### src/rtl/axi4s_uart_pkg.sv
// Shared types and default framing bytes for the UART byte-stream deframer.
package axi4s_uart_pkg;

    typedef enum logic [1:0] {IDLE, BODY, ESC, DISCARD} deframer_state_t;

    localparam logic [7:0] DEF_START_BYTE  = 8'h7E;
    localparam logic [7:0] DEF_STOP_BYTE   = 8'h7F;
    localparam logic [7:0] DEF_ESCAPE_BYTE = 8'h7D;

    typedef struct packed {
        logic [7:0] tdata;
        logic       tlast;
        logic       tuser;
    } pkt_beat_t;

endpackage

### src/rtl/axi4s_uart_deframer_if.sv
// Byte-in / packet-out stream bundle of the deframer; m_pkt_tid exists only
// when AXI4S_DEFRAMER_TID_EN is defined.
interface axi4s_uart_deframer_if;

    logic       s_byte_tvalid;
    logic       s_byte_tready;
    logic [7:0] s_byte_tdata;
    logic       m_pkt_tvalid;
    logic       m_pkt_tready;
    logic [7:0] m_pkt_tdata;
    logic       m_pkt_tlast;
    logic       m_pkt_tuser;
`ifdef AXI4S_DEFRAMER_TID_EN
    logic [7:0] m_pkt_tid;

    modport slave (
        input  s_byte_tvalid, s_byte_tdata, m_pkt_tready,
        output s_byte_tready, m_pkt_tvalid, m_pkt_tdata, m_pkt_tlast, m_pkt_tuser, m_pkt_tid
    );
    modport master (
        output s_byte_tvalid, s_byte_tdata, m_pkt_tready,
        input  s_byte_tready, m_pkt_tvalid, m_pkt_tdata, m_pkt_tlast, m_pkt_tuser, m_pkt_tid
    );
`else
    modport slave (
        input  s_byte_tvalid, s_byte_tdata, m_pkt_tready,
        output s_byte_tready, m_pkt_tvalid, m_pkt_tdata, m_pkt_tlast, m_pkt_tuser
    );
    modport master (
        output s_byte_tvalid, s_byte_tdata, m_pkt_tready,
        input  s_byte_tready, m_pkt_tvalid, m_pkt_tdata, m_pkt_tlast, m_pkt_tuser
    );
`endif

endinterface

### src/rtl/axi4s_deframer_outreg.sv
// Single-entry AXI4-Stream output register; accepts a push in the same cycle
// the current beat drains, so it sustains one beat per cycle.
module axi4s_deframer_outreg
    import axi4s_uart_pkg::*;
(
    input  logic      aclk,
    input  logic      areset,
    input  logic      push_valid_i,
    input  pkt_beat_t push_beat_i,
    output logic      ready_o,
    output logic      m_tvalid_o,
    input  logic      m_tready_i,
    output pkt_beat_t m_beat_o
);

    logic      valid_q, valid_d;
    pkt_beat_t beat_q, beat_d;

    assign ready_o    = !valid_q || m_tready_i;
    assign m_tvalid_o = valid_q;
    assign m_beat_o   = beat_q;

    // NOTE: every output of a combinational block gets a default first, so no path can infer a latch.
    always_comb begin
        valid_d = valid_q;
        beat_d  = beat_q;
        if (push_valid_i) begin
            valid_d = 1'b1;
            beat_d  = push_beat_i;
        end else if (m_tready_i) begin
            valid_d = 1'b0;
        end
    end

    // NOTE: state registers use non-blocking assignments so every flop samples pre-edge values.
    always_ff @(posedge aclk) begin
        if (areset) begin
            valid_q <= 1'b0;
            beat_q  <= '0;
        end else begin
            valid_q <= valid_d;
            beat_q  <= beat_d;
        end
    end

endmodule

### src/rtl/axi4s_uart_deframer.sv
// START/STOP/ESCAPE byte-stream deframer producing AXI4-Stream packets.
// Optional packet id on m_pkt_tid: define AXI4S_DEFRAMER_TID_EN.
module axi4s_uart_deframer
    import axi4s_uart_pkg::*;
#(
    parameter logic [7:0]  START_BYTE  = DEF_START_BYTE,
    parameter logic [7:0]  STOP_BYTE   = DEF_STOP_BYTE,
    parameter logic [7:0]  ESCAPE_BYTE = DEF_ESCAPE_BYTE,
    parameter int unsigned MAX_LEN     = 256
) (
    input logic                   aclk,
    input logic                   areset,
    axi4s_uart_deframer_if.slave  bus
);

    localparam int LEN_W = $clog2(MAX_LEN + 1);
    typedef logic [LEN_W-1:0] len_t;
    localparam len_t LEN_MAX = len_t'(MAX_LEN);

    deframer_state_t state_q, state_d;
    logic [7:0]      hold_q, hold_d;
    logic            hold_valid_q, hold_valid_d;
    len_t            len_q, len_d;
    logic            disc_esc_q, disc_esc_d;

    logic       out_ready;
    logic       accept;
    logic [7:0] in_byte;
    logic       is_payload;
    logic       take_id;
    logic       push_valid;
    pkt_beat_t  push_beat;
    pkt_beat_t  out_beat;

`ifdef AXI4S_DEFRAMER_TID_EN
    logic       id_pending_q, id_pending_d;
    logic [7:0] frame_tid_q, frame_tid_d;
    logic [7:0] tid_q;
    assign take_id = id_pending_q;
`else
    assign take_id = 1'b0;
`endif

    assign bus.s_byte_tready = out_ready;
    assign accept  = bus.s_byte_tvalid && out_ready;
    assign in_byte = bus.s_byte_tdata;

    always_comb begin
        state_d      = state_q;
        hold_d       = hold_q;
        hold_valid_d = hold_valid_q;
        len_d        = len_q;
        disc_esc_d   = disc_esc_q;
        is_payload   = 1'b0;
        push_valid   = 1'b0;
        push_beat    = '0;
`ifdef AXI4S_DEFRAMER_TID_EN
        id_pending_d = id_pending_q;
        frame_tid_d  = frame_tid_q;
`endif
        if (accept) begin
            case (state_q)
                IDLE: begin
                    if (in_byte == START_BYTE) begin
                        state_d = BODY;
                        len_d   = '0;
`ifdef AXI4S_DEFRAMER_TID_EN
                        id_pending_d = 1'b1;
`endif
                    end
                end
                BODY: begin
                    if (in_byte == ESCAPE_BYTE) begin
                        state_d = ESC;
                    end else if (in_byte == STOP_BYTE || in_byte == START_BYTE) begin
                        // STOP closes cleanly; an unescaped START aborts and reopens.
                        push_valid   = hold_valid_q;
                        push_beat    = '{tdata: hold_q, tlast: 1'b1, tuser: (in_byte == START_BYTE)};
                        hold_valid_d = 1'b0;
                        len_d        = '0;
                        state_d      = (in_byte == STOP_BYTE) ? IDLE : BODY;
`ifdef AXI4S_DEFRAMER_TID_EN
                        id_pending_d = (in_byte == START_BYTE);
`endif
                    end else begin
                        is_payload = 1'b1;
                    end
                end
                ESC: begin
                    state_d    = BODY;
                    is_payload = 1'b1;
                end
                DISCARD: begin
                    if (disc_esc_q) begin
                        disc_esc_d = 1'b0;
                    end else if (in_byte == ESCAPE_BYTE) begin
                        disc_esc_d = 1'b1;
                    end else if (in_byte == STOP_BYTE) begin
                        state_d = IDLE;
                    end else if (in_byte == START_BYTE) begin
                        state_d = BODY;
                        len_d   = '0;
`ifdef AXI4S_DEFRAMER_TID_EN
                        id_pending_d = 1'b1;
`endif
                    end
                end
            endcase
        end

        if (is_payload) begin
            if (take_id) begin
`ifdef AXI4S_DEFRAMER_TID_EN
                frame_tid_d  = in_byte;
                id_pending_d = 1'b0;
`endif
            end else if (len_q == LEN_MAX) begin
                push_valid   = 1'b1;
                push_beat    = '{tdata: hold_q, tlast: 1'b1, tuser: 1'b1};
                hold_valid_d = 1'b0;
                disc_esc_d   = 1'b0;
                state_d      = DISCARD;
            end else begin
                push_valid   = hold_valid_q;
                push_beat    = '{tdata: hold_q, tlast: 1'b0, tuser: 1'b0};
                hold_d       = in_byte;
                hold_valid_d = 1'b1;
                len_d        = len_q + len_t'(1);
            end
        end
    end

    always_ff @(posedge aclk) begin
        if (areset) begin
            state_q      <= IDLE;
            hold_q       <= '0;
            hold_valid_q <= 1'b0;
            len_q        <= '0;
            disc_esc_q   <= 1'b0;
        end else begin
            state_q      <= state_d;
            hold_q       <= hold_d;
            hold_valid_q <= hold_valid_d;
            len_q        <= len_d;
            disc_esc_q   <= disc_esc_d;
        end
    end

`ifdef AXI4S_DEFRAMER_TID_EN
    // tid is loaded together with each beat so it cannot change under a stalled beat.
    always_ff @(posedge aclk) begin
        if (areset) begin
            id_pending_q <= 1'b0;
            frame_tid_q  <= '0;
            tid_q        <= '0;
        end else begin
            id_pending_q <= id_pending_d;
            frame_tid_q  <= frame_tid_d;
            if (push_valid) begin
                tid_q <= frame_tid_q;
            end
        end
    end

    assign bus.m_pkt_tid = tid_q;
`endif

    axi4s_deframer_outreg u_outreg (
        .aclk         (aclk),
        .areset       (areset),
        .push_valid_i (push_valid),
        .push_beat_i  (push_beat),
        .ready_o      (out_ready),
        .m_tvalid_o   (bus.m_pkt_tvalid),
        .m_tready_i   (bus.m_pkt_tready),
        .m_beat_o     (out_beat)
    );

    assign bus.m_pkt_tdata = out_beat.tdata;
    assign bus.m_pkt_tlast = out_beat.tlast;
    assign bus.m_pkt_tuser = out_beat.tuser;

endmodule
### src/flat_wrapper.sv
// flat-port wrapper written by rule: the top's interface ports become plain ports
module axi4s_uart_deframer_flat import axi4s_uart_pkg::*;
#(
    parameter logic [7:0]  START_BYTE  = DEF_START_BYTE,
    parameter logic [7:0]  STOP_BYTE   = DEF_STOP_BYTE,
    parameter logic [7:0]  ESCAPE_BYTE = DEF_ESCAPE_BYTE,
    parameter int unsigned MAX_LEN     = 256
)
  (aclk, areset, bus_s_byte_tvalid, bus_s_byte_tdata, bus_m_pkt_tready, bus_s_byte_tready, bus_m_pkt_tvalid, bus_m_pkt_tdata, bus_m_pkt_tlast, bus_m_pkt_tuser);
  axi4s_uart_deframer_if bus_i ();
  input logic aclk;
  input logic areset;
  input wire logic [$bits(bus_i.s_byte_tvalid)-1:0] bus_s_byte_tvalid;
  input wire logic [$bits(bus_i.s_byte_tdata)-1:0] bus_s_byte_tdata;
  input wire logic [$bits(bus_i.m_pkt_tready)-1:0] bus_m_pkt_tready;
  output wire logic [$bits(bus_i.s_byte_tready)-1:0] bus_s_byte_tready;
  output wire logic [$bits(bus_i.m_pkt_tvalid)-1:0] bus_m_pkt_tvalid;
  output wire logic [$bits(bus_i.m_pkt_tdata)-1:0] bus_m_pkt_tdata;
  output wire logic [$bits(bus_i.m_pkt_tlast)-1:0] bus_m_pkt_tlast;
  output wire logic [$bits(bus_i.m_pkt_tuser)-1:0] bus_m_pkt_tuser;
  assign bus_i.s_byte_tvalid = bus_s_byte_tvalid;
  assign bus_i.s_byte_tdata = bus_s_byte_tdata;
  assign bus_i.m_pkt_tready = bus_m_pkt_tready;
  assign bus_s_byte_tready = bus_i.s_byte_tready;
  assign bus_m_pkt_tvalid = bus_i.m_pkt_tvalid;
  assign bus_m_pkt_tdata = bus_i.m_pkt_tdata;
  assign bus_m_pkt_tlast = bus_i.m_pkt_tlast;
  assign bus_m_pkt_tuser = bus_i.m_pkt_tuser;
  axi4s_uart_deframer #(.START_BYTE(START_BYTE), .STOP_BYTE(STOP_BYTE), .ESCAPE_BYTE(ESCAPE_BYTE), .MAX_LEN(MAX_LEN)) u_core (.aclk(aclk), .areset(areset), .bus(bus_i));
endmodule
### config.mk
export PLATFORM = sky130hd
export DESIGN_NAME = axi4s_uart_deframer_flat
export DESIGN_NICKNAME = d
export VERILOG_FILES = /design/src/rtl/axi4s_uart_pkg.sv /design/src/rtl/axi4s_uart_deframer_if.sv /design/src/rtl/axi4s_deframer_outreg.sv /design/src/rtl/axi4s_uart_deframer.sv /design/src/flat_wrapper.sv
export SDC_FILE = /design/constraint.sdc
export NUM_CORES = 1
export LEC_CHECK = 0
export CAP_MARGIN = 20
export CORE_MARGIN = 3
export CORE_UTILIZATION = 53
export CTS_CLUSTER_DIAMETER = 50
export DETAILED_ROUTE_END_ITERATION = 12
export PLACE_DENSITY = 0.89
export SYNTH_ARGS = -nofsm -noshare
export SYNTH_HDL_FRONTEND = slang
export SYNTH_HIERARCHICAL = 1
export SYNTH_SLANG_ARGS = --single-unit
### constraint.sdc
create_clock -name aclk -period 2.7 [get_ports aclk]
set_clock_uncertainty 0.15 [all_clocks]
set_input_delay 0.54 -clock aclk [delete_from_list [all_inputs] [get_ports aclk]]
set_output_delay 0.54 -clock aclk [all_outputs]
set_load 0.05 [all_outputs]
==> results of run 1 <==
metal layers:
metal | GRT usage | routed length, um | part of all wire | vias to the layer above
li1 | - | - | - | 797
met1 | 0.286 | 1670 | 0.43 | 759
met2 | 0.362 | 1800 | 0.46 | 80
met3 | 0.0702 | 354 | 0.091 | 14
met4 | 0.106 | 85 | 0.022 | 0
met5 | 0 | 0 | 0 | -
registers in the layout, indices dropped and copies added (netlist names):
| name | cells |
|---|---|
| u_core/u_outreg/m_beat_o | 10 |
| u_core/len_q | 9 |
| u_core/hold_q | 8 |
| u_core/state_q | 2 |
| u_core/disc_esc_q | 1 |
| u_core/hold_valid_q | 1 |
| u_core/u_outreg/m_tvalid_o | 1 |
worst register-to-register path, delay by kind of cell, from the launching register on:
family                     cells  cell delay [ns]
buffers and inverters          1             0.14
DFF                            1             0.51
adders and majority gates      1             0.32
AOI/OAI and AO/OA              2             0.49
and+or+nand+nor                3             0.85
where the power goes:
| group | total [W] | leakage [nW] | internal (W) | switching [W] |
|---|---|---|---|---|
| Combinational | 0.0000471 | 0.425 | 0.0000225 | 0.0000247 |
| Clock | 0.000369 | 0.0412 | 0.000193 | 0.000176 |
| Sequential | 0.000472 | 0.258 | 0.000472 | 0.0000000689 |
cells in the final DEF, fill, tap and decap left out, types with 2 or more instances in the layout:
| cell | Yosys | routed |
|---|---|---|
| dfxtp_1 | 32 | 32 |
| nand2_1 | 27 | 27 |
| clkdlybuf4s50_1 | 0 | 22 |
| nand3_1 | 19 | 19 |
| nor2_1 | 16 | 16 |
| a21oi_1 | 16 | 16 |
| buf_4 | 0 | 13 |
| mux2i_1 | 10 | 10 |
| nor2b_1 | 9 | 9 |
| inv_1 | 8 | 8 |
| ha_1 | 6 | 6 |
| clkbuf_4 | 0 | 5 |
| o311ai_0 | 4 | 4 |
| nor3_1 | 3 | 3 |
| o21ai_0 | 3 | 3 |
| nand3b_1 | 3 | 3 |
| o31ai_1 | 3 | 3 |
| buf_12 | 0 | 2 |
| and3_1 | 2 | 2 |
| nor4b_1 | 2 | 2 |
| and2_1 | 2 | 2 |
| a211oi_1 | 2 | 2 |
| or3_1 | 2 | 2 |
cell type report:
cell class                      instances  area (um2)
Inverter                                8        30.0
Tap cell                               31        38.8
Sequential cell                        32         641
Fill cell                             202         757
Clock inverter                          3        42.5
Timing Repair Buffer                   37         358
Multi-Input combinational cell        151         948
Clock buffer                            5        37.5
logic make-up after synthesis:
logic type / share of synthesized area
simple gates: 0.271
compound gates: 0.190
flops: 0.388
buf+inv: 0.0394
mux: 0.0606
fa+ha+maj: 0.0455
xor+xnor: 0.00530
final timing paths:
kind                            slack, ns         startpoint          endpoint
worst max-delay path                 0.20  u_core/state_q[1]   u_core/len_q[3]
worst max register to register       0.20  u_core/state_q[1]   u_core/len_q[3]
worst min-delay path                 0.31   u_core/hold_q[6]  u_core/hold_q[6]
worst min register to register       0.31   u_core/hold_q[6]  u_core/hold_q[6]
through the flow:
stage               cell area, um2  cells  power (W)
floorplan                     1650    198   0.000498
global placement              2020    259   0.000528
detailed placement            2020    259   0.000528
CTS                           2100    267   0.000894
global route                  2100    267   0.000917
finish                        2100    267   0.000888
==> results.cfg, run 1 <==
[synthesis]
synth_largest_area_cell = dfxtp_1
avgSynthCellArea_um2 = 8.34
synth-edff-count = 0
ys_types = 44
netlist_area_um2 = 1650
synthCells = 198
ys_warn_count = 6
synth_common_cells = dfxtp_1 (32), nand2_1 (27), nand3_1 (19)
yosysSeqAreaShare = 0.388
yosysMostFrequentCell = dfxtp_1
synthTopCellsByArea = dfxtp_1 (39%), nand2_1 (6.1%), mux2i_1 (6.1%), nand3_1 (5.8%), a21oi_1 (4.8%)
synth.top_cell.area_share = 0.388
syn_nets = 216
async_reset_ff_frac = 0
synthFlopType = dfxtp_1
ys_ff_latch = 32

[worst_setup_path]
start_kind = register
cp-end-kind = register
r2r_cells = 7
critPathMaxFanout = 7
crit_arrival_ns = 2.64
cp_slowest_cell = dfxtp_1
max_stage_delay_ns = 0.51
path_cells = inv_1, ha_1, o2111ai_1, a41o_1, or3_4, or3_1, nand3_1
critPathKind = register to register
crit_buf_inv = 1
cp.depth = 7
required_ns = 2.84
cp_top_family = simple AND/OR/NAND/NOR gates

[drt]
first_pass_iters = 4
dr.first_iter.drc_count = 125
routed_wl_mm = 3.91
detail-route-antenna-nets = 0
wl_per_cell_um = 14.6
drc = 0
vias_per_cell = 6.18
vias = 1650

[run]
cap_violations = 0

[power]
vdd_drop_max_uv = 314
p_leak_nw = 0.724
powerDensity_nw_per_um2 = 424

[placed_design]
port-buffer-count = 23
dp_hpwl_mm = 2.78
pre_cts_slack_ns = 0.0691
gp_congestion = 0.949

[sta]
worst_slew_margin_rel = 0.521
drv_slew = 0
tightest_slew_ns = 0.716
hold_ws_ns = 0.306
fin_ws_ns = 0.201
setup_viol = 0
rsz0062_at_grt = false
setup-tns-final_ns = 0
max_freq_mhz = 400
period_needed_ns = 2.50
finalHoldViolations = 0
fin_crit_sh = 0.926

[cells_and_area]
final_util = 0.735
fin_nets = 253
area_delta_synth_final_pct = 26.9
antenna_cells = 0
drive_gt1_frac = 0.119

[run_status]
status = completed

[clock_tree]
htree_num_levels = 2
cts-hold-fix-buffers = 0
postCtsSetupRepairBufs = 0
cts-root-buf = clkbuf_4
clk_path_buf_depth = 2
ctsResizeCount = 0
cts_tree = yes
path_clk_slew_ns = 0.11
clkSinkCount = 32
cts_buffers = 5
insertion_delay_ns = 0.34

[floorplan]
die_h_um = 61.8
core_um2 = 2850
fp.dieW_um = 61.8
ios = 24
start_util = 0.579
dieArea_um2 = 3820
rows = 19

[global_routing]
antenna_found_initial = 0
overflow = 0
grt_pass1_vias = 1509
gr-usage-all-layers = 0.229
grt_pass1_wl_mm = 6.52
grt_max_degree = 12

[min_path]
hold_path_class = register to register
min_path_cells = 2
No activity file was read; power rests on OpenSTA's default activity.
==> inputs of run 2 (changes only) <==
--- a/config.mk
+++ b/config.mk
@@ -5,12 +5,13 @@
 export SDC_FILE = /design/constraint.sdc
 export NUM_CORES = 1
 export LEC_CHECK = 0
+export ABC_CLOCK_PERIOD_IN_PS = 2700
 export CAP_MARGIN = 20
 export CORE_MARGIN = 3
 export CORE_UTILIZATION = 53
 export CTS_CLUSTER_DIAMETER = 50
 export DETAILED_ROUTE_END_ITERATION = 12
-export PLACE_DENSITY = 0.89
+export PLACE_DENSITY = 0.78
 export SYNTH_ARGS = -nofsm -noshare
 export SYNTH_HDL_FRONTEND = slang
 export SYNTH_HIERARCHICAL = 1
==> run 2 against run 1 <==
Against the previous run:
- design area grew 0.12%
- core utilization grew 0.088 points
- sequential power is essentially flat
- register-to-register slack gained 0.04 ns
- combinational power grew 2%
- die area is the same
- fmax grew 1.7%
- sequential cell count is the same
- first-iteration DRC count shrank 8.0%
- critical endpoint is now u_core/u_outreg/m_beat_o[3]
- largest cell class unchanged
==> results.cfg, run 2 (synthesis gave the netlist of run 1 again) <==
[worst_setup_path]
start_kind = register
required_ns = 2.78
critPathMaxFanout = 11
path_cells = inv_1, ha_1, o2111ai_1, a41oi_1, a21oi_1, o21ba_2, mux2i_1, nor2_1
cp_slowest_cell = dfxtp_1
crit_arrival_ns = 2.54
cp-end-kind = register
max_stage_delay_ns = 0.48
critPathKind = register to register

[sta]
max_freq_mhz = 407
tightest_slew_ns = 0.755
worst_slew_margin_rel = 0.494
setup-tns-final_ns = 0
drv_slew = 0
finalHoldViolations = 0
setup_viol = 0
period_needed_ns = 2.46
hold_ws_ns = 0.318
rsz0062_at_grt = false
fin_crit_sh = 0.910

[cells_and_area]
final-seq-area_um2 = 641
fin_nets = 255
largest_reg_flops = 10
final_common_cell = dfxtp_1
final_util = 0.736
multiInputGateArea_um2 = 948
postLayoutCellArea_um2 = 2100
antenna_cells = 0
final_cell_mix = dfxtp_1 (32), nand2_1 (27), clkdlybuf4s50_1 (22)
fillers = 206
area_delta_synth_final_pct = 27.0
drive_gt1_frac = 0.126

[drt]
detail-route-antenna-nets = 0
first_pass_iters = 4
wl_per_cell_um = 15.5
dr.first_iter.drc_count = 115
routed_wl_mm = 4.17
vias_per_cell = 6.23
vias = 1675
drc = 0

[power]
vdd_drop_max_uv = 375
p_sw_w = 0.000196
combPwrFrac = 0.054
seqPwrFrac = 0.534
p_total_w = 0.000884
swShare = 0.222
internal-power_w = 0.000688
pwr-share-clk = 0.412
p_leak_nw = 0.731
powerDensity_nw_per_um2 = 421

[clock_tree]
clk_path_buf_depth = 2
path_clk_slew_ns = 0.11
ctsResizeCount = 0
cts-hold-fix-buffers = 0
htree_num_levels = 2
postCtsSetupRepairBufs = 0
cts_buffers = 5
clkSinkCount = 32
insertion_delay_ns = 0.33
cts-root-buf = clkbuf_4
cts_tree = yes

[global_routing]
grt_pass1_vias = 1601
antenna_found_initial = 0
grt_pass1_wl_mm = 6.98
grt_max_degree = 19
overflow = 0
gr-usage-all-layers = 0.241

[floorplan]
rows = 19
die_h_um = 61.8
dieArea_um2 = 3820
ios = 24
fp.dieW_um = 61.8
core_um2 = 2850
start_util = 0.579

[run_status]
status = completed

[placed_design]
dp_hpwl_mm = 3.17
dpl_cell_area_um2 = 2020
port-buffer-count = 23
gp_congestion = 0.976

[run]
cap_violations = 0

[min_path]
hold_path_class = register to register
## run 2: power groups by stage
| stage | combinational, W | clock [W] | sequential (W) |
|---|---|---|---|
| 6_report | 0.0000479 | 0.000364 | 0.000472 |
| 3_3_place_gp | 0.0000467 | 0 | 0.000483 |
| 3_5_place_dp | 0.0000472 | 0 | 0.000483 |
| 4_1_cts | 0.0000471 | 0.000369 | 0.000472 |
| 5_1_grt | 0.0000515 | 0.000397 | 0.000472 |
| 2_1_floorplan | 0.0000153 | 0 | 0.000483 |
## run 2: metal layers
metal,global-route usage,wire length [um],up-vias
li1,-,-,795
met5,0,0,-
met1,0.312,1780,779
met2,0.386,2000,89
met3,0.0558,310,12
met4,0.0970,82,0
## run 2: cell type report
type                       instances  share of cell area
clock buffer                       5              0.0179
sequential                        32               0.305
clock inverter                     3              0.0203
inverter                           8              0.0143
multi-input combinational        151               0.452
tap                               31              0.0185
timing repair buffer              39               0.172
## run 2: path summary, 6_finish.rpt
path	from	end	slack (ns)	depth (start not counted)
worst min-delay path	u_core/hold_q[4]	u_core/hold_q[4]	0.32	2
worst max register to register	u_core/state_q[0]	u_core/u_outreg/m_beat_o[3]	0.24	8
worst min register to register	u_core/hold_q[4]	u_core/hold_q[4]	0.32	2
worst max-delay path	u_core/state_q[0]	u_core/u_outreg/m_beat_o[3]	0.24	8
## run 2: per-stage QoR
stage	cells	setup slack [ns]
finish	269	0.244
global route	269	0.107
floorplan	198	0.148
global placement	261	0.101
detailed placement	261	-0.0240
CTS	269	0.294
## run 2: worst max-delay path, delay by kind of cell, from the launching register on
family | cells | cell delay, ns
buffers and inverters | 1 | 0.11
muxes | 1 | 0.25
AOI/OAI and AO/OA | 4 | 1.02
DFF | 1 | 0.48
and+or+nand+nor | 1 | 0.06
adders and majority gates | 1 | 0.28
==> inputs of run 3 (changes only) <==
--- a/config.mk
+++ b/config.mk
@@ -11,6 +11,7 @@
 export CORE_UTILIZATION = 53
 export CTS_CLUSTER_DIAMETER = 50
 export DETAILED_ROUTE_END_ITERATION = 12
+export GPL_TIMING_DRIVEN = 0
 export PLACE_DENSITY = 0.78
 export SYNTH_ARGS = -nofsm -noshare
 export SYNTH_HDL_FRONTEND = slang
==> run 3 against run 2 <==
Against the previous run:
- via count shrank 6.2%
- critical path type is now primary input to register
- clock power about the same
- critical path depth is 2 higher
- fmax shrank 4.8%
- global-route usage decreased by 1.0 points
- die area unchanged
- sequential cell count did not move
- largest power group unchanged
==> results.cfg, run 3 (synthesis gave the netlist of run 1 again) <==
[worst_setup_path]
startpoint = bus_m_pkt_tready
cp_slowest_cell = clkdlybuf4s50_1
r2r-start = u_core/state_q[0]
regToRegSetupSlack_ns = 0.13
cp-end-kind = register
path_cells = clkdlybuf4s50_1, nand2b_2, o2111ai_2, a41oi_2, a21oi_1, clkbuf_2, o21ba_2, buf_6, mux2i_1, nor2_1
crit_path_end = u_core/u_outreg/m_beat_o[3]
critPathMaxFanout = 10
required_ns = 2.79
critPathKind = primary input to register
max_stage_delay_ns = 0.45
start_kind = primary input
r2r-end = u_core/u_outreg/m_beat_o[3]
r2r_cells = 10
crit_arrival_ns = 2.67

[power]
vdd_drop_max_uv = 309
powerDensity_nw_per_um2 = 433
p_leak_nw = 0.666
p_total_w = 0.000880

[clock_tree]
htree_num_levels = 2
postCtsSetupRepairBufs = 0
cts-hold-fix-buffers = 0
cts_buffers = 5
path_clk_slew_ns = 0.10
cts-root-buf = clkbuf_4
clkSinkCount = 32
cts_tree = yes
ctsResizeCount = 2
insertion_delay_ns = 0.34
clk_path_buf_depth = 2

[drt]
vias = 1571
routed_wl_mm = 3.88
drc = 0
dr.first_iter.drc_count = 98
wl_per_cell_um = 14.9
vias_per_cell = 6.04
first_pass_iters = 5
detail-route-antenna-nets = 0

[global_routing]
grt_pass1_vias = 1455
overflow = 0
use_met1 = 0.277
grt_max_degree = 12
antenna_found_initial = 0
use_met2 = 0.380
grt_busiest_layer = met2
grt_pass1_wl_mm = 6.44
gr-usage-all-layers = 0.231
groute.layer.met3.usage = 0.0744

[cells_and_area]
final-seq-area_um2 = 643
final_cell_mix = dfxtp_1 (30), nand2_1 (27), clkdlybuf4s50_1 (22)
instances_no_fill = 260
multiInputGateArea_um2 = 970
drive_gt1_frac = 0.0961
largest_reg_flops = 10
final_common_cell = dfxtp_1
fillers = 250
area_delta_synth_final_pct = 23.0
antenna_cells = 0
fin_nets = 246

[floorplan]
core_um2 = 2850
die_h_um = 61.8
ios = 24
dieArea_um2 = 3820
start_util = 0.579
fp.dieW_um = 61.8
rows = 19

[placed_design]
port-buffer-count = 23
dp_hpwl_mm = 2.96
gp_congestion = 0.941
dpl.cell_count = 252

[sta]
setup-tns-final_ns = 0
tightest_slew_ns = 0.777
worst_slew_margin_rel = 0.480
hold_ws_ns = 0.303
drv_slew = 0
fin_crit_sh = 0.955
period_needed_ns = 2.58
setup_viol = 0
rsz0062_at_grt = false
finalHoldViolations = 0
max_freq_mhz = 388

[min_path]
hold_path_class = register to register

[run]
cap_violations = 0

[run_status]
status = completed
[run 3: cell count changes in the layout (fill, tap and decap cells not counted), sizes merged]
cell,delta
clkbuf,+5
buf,-15
dlymetal6s2s,+1
[run 3: routing by layer]
metal / up-vias / wire, um / part of all wire
met4: 0 / 61 / 0.016
met3: 7 / 186 / 0.048
met1: 752 / 1720 / 0.44
met5: - / 0 / 0
met2: 36 / 1910 / 0.49
li1: 776 / - / -
[run 3: critical path: cells and delay by family]
family          cells  cell delay [ns]
mux                 1             0.21
simple gates        2             0.23
buf+inv             3             0.80
compound gates      4             0.86
[run 3: layout make-up]
| cell class | instances | area share |
|---|---|---|
| clock buffer | 5 | 0.0185 |
| sequential | 32 | 0.317 |
| tap | 31 | 0.0191 |
| buffer | 7 | 0.0179 |
| multi-input combinational | 151 | 0.478 |
| inverter | 8 | 0.0148 |
| clock inverter | 3 | 0.0209 |
| timing repair buffer | 23 | 0.115 |
[run 3: worst min-delay path by stage]
stage	startpoint	endpoint	slack, ns	cells past startpoint
3_5_place_dp	u_core/hold_q[0]	u_core/hold_q[0]	0.29	2
4_1_cts	u_core/hold_q[0]	u_core/hold_q[0]	0.31	2
5_1_grt	u_core/hold_q[7]	u_core/hold_q[7]	0.33	2
2_1_floorplan	u_core/hold_q[0]	u_core/hold_q[0]	0.28	2
6_report	u_core/hold_q[0]	u_core/hold_q[0]	0.30	2
3_3_place_gp	u_core/hold_q[0]	u_core/hold_q[0]	0.29	2
[run 3: power breakdown]
group / switching [W] / internal (W) / total (W)
Clock: 0.000171 / 0.000193 / 0.000364
Combinational: 0.0000245 / 0.0000194 / 0.0000439
Sequential: 0.0000000726 / 0.000472 / 0.000472
Total: 0.000196 / 0.000684 / 0.000880
[run 3: per-stage QoR]
stage,instance area [um2],setup slack [ns],util
floorplan,1650,0.148,-
global placement,1920,-0.365,0.674
detailed placement,1920,-0.392,0.674
CTS,2010,0.0118,0.704
global route,2030,0.00722,0.712
finish,2030,0.120,0.712
